File: src/rtl/mem_port_arbiter.sv
// Shares one word-wide memory port between an I-side (port 0) and D-side (port 1) cache controller:
// round-robin grant, critical-word-first wrapping line fill, per-port beat steering, no-ack watchdog.
module mem_port_arbiter #(
    parameter int ADR_WIDTH         = 32,
    parameter int WORD_WIDTH        = 32,
    parameter int WORD_OFFSET_WIDTH = 2,
    parameter int WORD_NUM          = 2 ** WORD_OFFSET_WIDTH,
    parameter int TMO_WIDTH         = 7,
    parameter int TIMEOUT           = 64
) (
    input  logic                  clk,
    input  logic                  rst,
    input  logic                  req_c0_2arb,
    input  logic [ADR_WIDTH-1:0]  adr_c0_2arb,
    output logic                  ack_arb2c0,
    output logic [WORD_WIDTH-1:0] dat_arb2c0,
    input  logic                  req_c1_2arb,
    input  logic [ADR_WIDTH-1:0]  adr_c1_2arb,
    output logic                  ack_arb2c1,
    output logic [WORD_WIDTH-1:0] dat_arb2c1,
    output logic                  req_arb2mem,
    output logic [ADR_WIDTH-1:0]  adr_arb2mem,
    input  logic                  ack_mem2arb,
    input  logic [WORD_WIDTH-1:0] dat_mem2arb,
    output logic [1:0]            grant,
    output logic                  err_timeout
);

    localparam int LINE_LSB = WORD_OFFSET_WIDTH + 2;
    localparam int LINE_W   = ADR_WIDTH - LINE_LSB;

    localparam logic [1:0] ST_IDLE    = 2'd0;
    localparam logic [1:0] ST_SERVE   = 2'd1;
    localparam logic [1:0] ST_RELEASE = 2'd2;

    localparam logic [WORD_OFFSET_WIDTH-1:0] LAST_BEAT = WORD_OFFSET_WIDTH'(WORD_NUM - 1);
    localparam logic [WORD_OFFSET_WIDTH-1:0] WORD_ONE  = WORD_OFFSET_WIDTH'(1);
    localparam logic [TMO_WIDTH-1:0]         TMO_LAST  = TMO_WIDTH'(TIMEOUT - 1);
    localparam logic [TMO_WIDTH-1:0]         TMO_ONE   = TMO_WIDTH'(1);

    logic [1:0]                   state_q, state_d;
    logic                         owner_q, owner_d;
    logic                         rr_q, rr_d;
    logic [WORD_OFFSET_WIDTH-1:0] word_q, word_d;
    logic [WORD_OFFSET_WIDTH-1:0] cnt_beat_q, cnt_beat_d;
    logic [TMO_WIDTH-1:0]         cnt_tmo_q, cnt_tmo_d;

    logic [1:0]                   pend_vec;
    logic [1:0]                   pend_clr;
    logic [LINE_W-1:0]            line_vec [2];
    logic [WORD_OFFSET_WIDTH-1:0] crit_vec [2];

    logic [1:0]                   req_vec;
    logic [ADR_WIDTH-1:0]         adr_vec [2];
    logic [1:0]                   ack_vec;
    logic [WORD_WIDTH-1:0]        dat_vec [2];

    logic                         serve;
    logic                         sel;
    logic                         err_w;

    // Byte-offset bits of the miss address carry no information for a word-wide fill.
    logic unused_adr_lsbs;
    assign unused_adr_lsbs = ^{adr_c0_2arb[1:0], adr_c1_2arb[1:0]};

    assign req_vec    = {req_c1_2arb, req_c0_2arb};
    assign adr_vec[0] = adr_c0_2arb;
    assign adr_vec[1] = adr_c1_2arb;
    assign serve      = (state_q == ST_SERVE);

    generate
        for (genvar gi = 0; gi < 2; gi++) begin : g_port
            localparam logic IDX = (gi == 1);

            logic                         pend_q, pend_d;
            logic [LINE_W-1:0]            line_q, line_d;
            logic [WORD_OFFSET_WIDTH-1:0] crit_q, crit_d;
            logic                         capture;

            // A port already waiting or currently being filled cannot queue a second miss.
            assign capture = req_vec[gi] && !pend_q && !(serve && (owner_q == IDX));

            always_comb begin
                pend_d = pend_q;
                line_d = line_q;
                crit_d = crit_q;
                if (capture) begin
                    pend_d = 1'b1;
                    line_d = adr_vec[gi][ADR_WIDTH-1:LINE_LSB];
                    crit_d = adr_vec[gi][LINE_LSB-1:2];
                end else if (pend_clr[gi]) begin
                    pend_d = 1'b0;
                end
            end

            always_ff @(posedge clk or negedge rst) begin
                if (!rst) begin
                    pend_q <= 1'b0;
                    line_q <= '0;
                    crit_q <= '0;
                end else begin
                    pend_q <= pend_d;
                    line_q <= line_d;
                    crit_q <= crit_d;
                end
            end

            assign pend_vec[gi] = pend_q;
            assign line_vec[gi] = line_q;
            assign crit_vec[gi] = crit_q;

            assign ack_vec[gi] = ack_mem2arb && serve && (owner_q == IDX);
            assign dat_vec[gi] = ack_vec[gi] ? dat_mem2arb : '0;
        end
    endgenerate

    always_comb begin
        state_d    = state_q;
        owner_d    = owner_q;
        rr_d       = rr_q;
        word_d     = word_q;
        cnt_beat_d = cnt_beat_q;
        cnt_tmo_d  = cnt_tmo_q;
        pend_clr   = 2'b00;
        err_w      = 1'b0;
        sel        = 1'b0;
        case (state_q)
            ST_IDLE: begin
                if (|pend_vec) begin
                    // rr_q only matters on contention; a lone requester always wins.
                    sel        = (&pend_vec) ? rr_q : pend_vec[1];
                    owner_d    = sel;
                    rr_d       = ~sel;
                    word_d     = crit_vec[sel];
                    cnt_beat_d = '0;
                    cnt_tmo_d  = '0;
                    pend_clr   = sel ? 2'b10 : 2'b01;
                    state_d    = ST_SERVE;
                end
            end
            ST_SERVE: begin
                if (ack_mem2arb) begin
                    word_d     = word_q + WORD_ONE;
                    cnt_beat_d = cnt_beat_q + WORD_ONE;
                    cnt_tmo_d  = '0;
                    if (cnt_beat_q == LAST_BEAT) begin
                        state_d = ST_RELEASE;
                    end
                end else if (cnt_tmo_q == TMO_LAST) begin
                    err_w   = 1'b1;
                    state_d = ST_RELEASE;
                end else begin
                    cnt_tmo_d = cnt_tmo_q + TMO_ONE;
                end
            end
            ST_RELEASE: begin
                state_d = ST_IDLE;
            end
            default: begin
                state_d = ST_IDLE;
            end
        endcase
    end

    always_ff @(posedge clk or negedge rst) begin
        if (!rst) begin
            state_q    <= ST_IDLE;
            owner_q    <= 1'b0;
            rr_q       <= 1'b0;
            word_q     <= '0;
            cnt_beat_q <= '0;
            cnt_tmo_q  <= '0;
        end else begin
            state_q    <= state_d;
            owner_q    <= owner_d;
            rr_q       <= rr_d;
            word_q     <= word_d;
            cnt_beat_q <= cnt_beat_d;
            cnt_tmo_q  <= cnt_tmo_d;
        end
    end

    assign req_arb2mem = serve;
    assign grant       = serve ? (owner_q ? 2'b10 : 2'b01) : 2'b00;
    assign adr_arb2mem = serve ? {line_vec[owner_q], word_q, 2'b00} : '0;
    assign err_timeout = err_w;

    assign ack_arb2c0 = ack_vec[0];
    assign ack_arb2c1 = ack_vec[1];
    assign dat_arb2c0 = dat_vec[0];
    assign dat_arb2c1 = dat_vec[1];

endmodule

File: config.mk
export PLATFORM = sky130hd
export DESIGN_NAME = mem_port_arbiter
export DESIGN_NICKNAME = d
export VERILOG_FILES = /design/src/rtl/mem_port_arbiter.sv
export SDC_FILE = /design/constraint.sdc
export NUM_CORES = 1
export LEC_CHECK = 0
export CORE_MARGIN = 4
export CORE_UTILIZATION = 37
export DETAILED_ROUTE_END_ITERATION = 7
export HOLD_SLACK_MARGIN = 0.08
export PLACE_DENSITY_LB_ADDON = 0.12
export SETUP_SLACK_MARGIN = 0.02
export SLEW_MARGIN = 10
export SYNTH_ARGS = -nofsm -noshare
export SYNTH_HDL_FRONTEND = slang
export SYNTH_SLANG_ARGS = --single-unit
File: constraint.sdc
create_clock -name clk -period 1.9 [get_ports clk]
set_clock_uncertainty 0.15 [all_clocks]
set_input_delay 0.38 -clock clk [delete_from_list [all_inputs] [get_ports clk]]
set_output_delay 0.38 -clock clk [all_outputs]
set_load 0.01 [all_outputs]
=== Word level (Yosys, flattened, before mapping) ===
Index checks and enable logic that the tools add are counted.

* Add/subtract/negate cells: 3
* Multipliers: 0
* Divide/modulo/power cells: 0
* Magnitude comparators: 2
* Equality and inequality tests: 8
* Shift-type cells: 0
* Multiplexer cells: 37
* Bitwise logic cells: 4
* Reductions and logical operators: 23

{| class="wikitable"
|+ Operator list
! operator !! number
|-
| $mux 32 || 3
|-
| $mux 28 || 3
|-
| $mux 2 || 16
|-
| $mux 7 || 3
|-
| $pmux 7 s2 || 1
|-
| $pmux 2 s2 || 3
|-
| $logic_and 1x1->1 || 9
|-
| $reduce_and 3->1 || 3
|-
| $mux 1 || 8
|-
| $add 7x1->7 const B || 1
|-
| $eq 7x6->1 const B || 1
|-
| $ne 3x2->1 const B || 2
|-
| $reduce_bool 2->1 || 3
|-
| $add 2x1->2 const B || 2
|-
| $ge 2x2->1 const B || 2
|-
| $logic_not 1->1 || 4
|-
| $ne 2x2->1 const B || 2
|-
| $not 1->2 || 2
|-
| $reduce_and 2->1 || 2
|-
| $ne 3x3->1 const B || 1
|-
| $eq 2x1->1 const B || 1
|-
| $eq 2x2->1 const B || 1
|-
| $logic_not 2->1 || 1
|-
| $not 1->1 || 2
|-
| $reduce_or 2->1 || 1
|}

* Bits in registers: 77
* Latch bits: 0
* Memory bits (writable): 0
* ROM bits: 0
* Output and inout bits: 102
* Word-level logic and storage cells: 89
* Memories kept: 0

=== Depth between registers and ports, before layout ===
* Word-level depth: 8
* Gate-level depth with buffers: 6

=== Worst setup path after synthesis ===
OpenSTA, ideal clock, no wires.

* Kind: reg2out
* From: reg state_q[1]
* To: out dat_arb2c0[10]
* Arrival time: 1.506 ns
* Data required time: 1.370 ns
* Slack: -0.136 ns
* Stages on the path, launching flop included: 7
* Cells stage by stage: dfrtp_1 -> nand2b_2 -> buf_2 -> inv_2 -> and3_1 -> clkbuf_1 -> and2_1

* Word-level cells in the longest chain between the ends: 4

{| class="wikitable"
|+ Ends and longest elaborated chain
! element !! line !! source
|-
| start: declaration || 41 || <nowiki>logic [1:0] state_q, state_d;</nowiki>
|-
| start signal: assignment || 174 || <nowiki>state_q <= state_d;</nowiki>
|-
| $eq 2x1->1 || 69 || <nowiki>assign serve = (state_q == ST_SERVE);</nowiki>
|-
| net req_arb2mem || 21 || <nowiki>output logic req_arb2mem,</nowiki>
|-
| $logic_and 1x1->1 (2 in series) || 112 || <nowiki>assign ack_vec[gi] = ack_mem2arb && serve && (owner_q == IDX);</nowiki>
|-
| $mux 32 || 113 || <nowiki>assign dat_vec[gi] = ack_vec[gi] ? dat_mem2arb : '0;</nowiki>
|-
| end: declaration || 16 || <nowiki>output logic [WORD_WIDTH-1:0] dat_arb2c0,</nowiki>
|}

The timed path passes the listed nets, and every way through them passes these cells.

=== Worst setup path in the final report ===
* From: reg state_q[0]
* To: out dat_arb2c0[29]

* Word-level cells in the longest chain between the ends: 4

{| class="wikitable"
|+ Ends and longest elaborated chain
! element !! line
|-
| $eq 2x1->1 || 69
|-
| $logic_and 1x1->1 (2 in series) || 112
|-
| $mux 32 || 113
|}

No other way between the ends.

==> flow_summary.yaml <==
global_route:
  grt_max_degree: 40
  grt_pass1_wl_mm: 21.8
  grt_pass1_vias: 4127
  antenna_found_initial: 0
  grt_use_total: 0.215
  grt-ovfl-total: 0
clock_network:
  h-tree-depth: 3
  clk_latency_ns: 0.34
  cts.sinks: 77
  cts-root-buf: "clkbuf_8"
  numCtsBuffers: 9
  path_clk_slew_ns: 0.09
  cts.path.max_buffers: 2
  cts_tree: "built"
timing:
  rsz0062_at_grt: "true"
  worst_hold_slack_ns: 0.325
  fin_crit_sh: 1.17
  setup_viol: 159
  post-route-min-period_ns: 2.23
  setup_ws_ns: -0.330
  maxSlewViolCount: 0
  setup_tns_ns: -30.33
  fmax_mhz: 448
  hold_viol: 0
synthesis:
  synth_edf_count: 0
  syn_inst: 354
  ys.flop_type: "dfrtp_1"
  syn-cell-area_um2: 4100
  ys_ff_latch: 77
  ys_top_cells_by_area: "dfrtp_1, mux2_4, and2_1, mux2_2, mux2i_1"
  yosys_warnings: 0
  synthDistinctLibCells: 36
  seq_area_frac_synth: 0.470
  synthArstFlopShare: 1.00
  synth_top_area_frac: 0.470
  syn_area_per_cell_um2: 11.6
  yosysTopAreaCell: "dfrtp_1"
power_and_ir_drop:
  irDropWorstVdd_uv: 747
  p_leak_nw: 3.56
  power_mw: 11.2
  p_per_area_nw_per_um2: 1500
status:
  outcome: "finished with violations"
  failed_checks: "setup timing"
drt:
  wl_mm: 14.2
  antenna_left: 0
  drc_errors: 0
  routedWlPerCell_um: 18.5
  vias: 3755
  vias_per_cell: 4.90
  first_iter_violations: 128
  drt_first_pass_iters: 4
cells_and_area:
  nets: 724
  fillers: 795
  diodes: 0
  fin_area_um2: 7520
  drive_above_1_share: 0.551
  areaGrowthSynthToFinish_pct: 83.5
die:
  ios: 203
  initial_utilization: 0.378
  die_h_um: 113
  fp.dieArea_um2: 12800
  rows: 38
  die_w_um: 113
  core_area_um2: 10800
worst_setup_path:
  worst-setup-path-type: "flop to output pin"
  critPathRequiredTime_ns: 1.37
  crit_fanout: 6
  crit_arrival_ns: 1.70
  critPathCaptureType: "output pin"
  critPathLaunchType: "flop"
placed_design:
  port_buffers: 196
  gp_congestion: 0.884
  dp_hpwl_mm: 9.23
  dp_slack_ns: -0.661
  postPlaceCellArea_um2: 6510
run:
  maxCapViolations: 0
min_path:
  hold_path.class: "primary input to async pin"
[through the flow]
step           std cells  utilization
2_1_floorplan        355            -
3_3_place_gp         703        0.600
3_5_place_dp         703        0.600
4_1_cts              760        0.667
5_1_grt              766        0.693
6_report             766        0.693
[per-layer routing]
metal	part of all wire	track usage
met3	0.074	0.0604
met5	0	0
met1	0.39	0.249
met2	0.51	0.382
met4	0.026	0.0713
[critical path, stage by stage (launching register included)]
cell	delay [ns]
dfrtp_1	0.42
nand2b_4	0.10
clkinv_4	0.06
buf_12	0.13
and3_4	0.16
buf_6	0.13
buf_6	0.11
and2_4	0.15
buf_6	0.11
[Yosys cell counts (2+ instances only)]
library cell and number:
o31ai_1 4, mux2_2 31, clkbuf_1 5, mux2i_1 32, and3_1 2, nor2_1 36, o21ai_0 4, mux2_4 29
dfrtp_1 77, or3_1 2, and2_1 66, ha_1 2, a31oi_1 2, nand3_1 2, nor2b_1 3, mux2_1 2
nand2_1 5, buf_6 3, inv_2 2, buf_2 10, nor3_1 7, a32o_1 2, buf_1 3, a21o_1 3
nand4_1 2, a21oi_1 7, buf_4 2
[timing repair]
action	4_1_cts	5_1_grt
pin swaps	37	13
cloned	10	1
gates resized for setup	519	61
hold endpoints to repair	23	0
hold buffers	1	0
setup endpoints to repair	161	171
setup buffers	31	9
[layout make-up]
type | count | area (µm²) | share of cell area
Tap cell | 140 | 175 | 0.0233
Multi-Input combinational cell | 258 | 2350 | 0.313
Sequential cell | 77 | 1930 | 0.257
Timing Repair Buffer | 273 | 2820 | 0.375
Inverter | 2 | 17.5 | 0.00233
Clock inverter | 5 | 83.8 | 0.0112
Clock buffer | 11 | 141 | 0.0188
[report_power, final]
part | total [mW] | internal, mW | switching (mW) | leakage [nW]
sequential | 2.90 | 2.43 | 0.473 | 0.922
clock | 1.40 | 0.779 | 0.617 | 0.106
combinational | 6.94 | 4.14 | 2.80 | 2.53
[kinds of logic (layout without fill, tap and decap cells)]
| kind of cell | count (synthesis) | count (layout) | synth area share |
|---|---|---|---|
| AND/OR/NAND/NOR | 130 | 135 | 0.173 |
| other | 1 | 2 | 0.000915 |
| multiplexers | 94 | 94 | 0.275 |
| adder cells (fa/ha/maj) | 2 | 2 | 0.00611 |
| AO/OA/AOI/OAI | 25 | 25 | 0.0406 |
| buffers and inverters | 25 | 291 | 0.0333 |
| flip-flops | 77 | 77 | 0.470 |
[sequential cells by signal (all words and copies together) (netlist names), 2 cells and up]
register,cells
cnt_tmo_q,7
state_q,2
cnt_beat_q,2
g_port.pend_q,2
g_port.crit_q,4
word_q,2
g_port.line_q,56
[final timing paths]
check                               startpoint                    to  slack [ns]  cells after the start
max in group asynchronous                  rst               owner_q        0.72                      3
setup reg to reg                    state_q[0]  g_port[0].line_q[13]       -0.25                      9
min in group clk           g_port[0].line_q[0]   g_port[0].line_q[0]        0.35                      1
hold reg to reg            g_port[0].line_q[0]   g_port[0].line_q[0]        0.35                      1
hold / removal                             rst   g_port[1].line_q[3]        0.33                      2
setup / recovery                    state_q[0]        dat_arb2c0[29]       -0.33                      8
[placed cells by master, fill, tap and decap left out, types with 3 or more instances in the layout]
cell / count
buf_2: 31
nor3_1: 4
o21ai_0: 4
and2_4: 60
mux2_2: 31
clkdlybuf4s50_1: 94
dfrtp_1: 76
a21oi_1: 7
buf_12: 11
and3_4: 6
mux2_4: 29
nor2b_1: 3
buf_4: 36
nand2_1: 4
clkbuf_8: 10
buf_8: 3
a21o_1: 3
nor2_4: 3
mux2i_1: 30
buf_6: 85
nor2_2: 8
o31ai_1: 3
and2_1: 6
clkdlybuf4s15_2: 6
nor2_1: 25
Power figures use the tool's default switching activity.
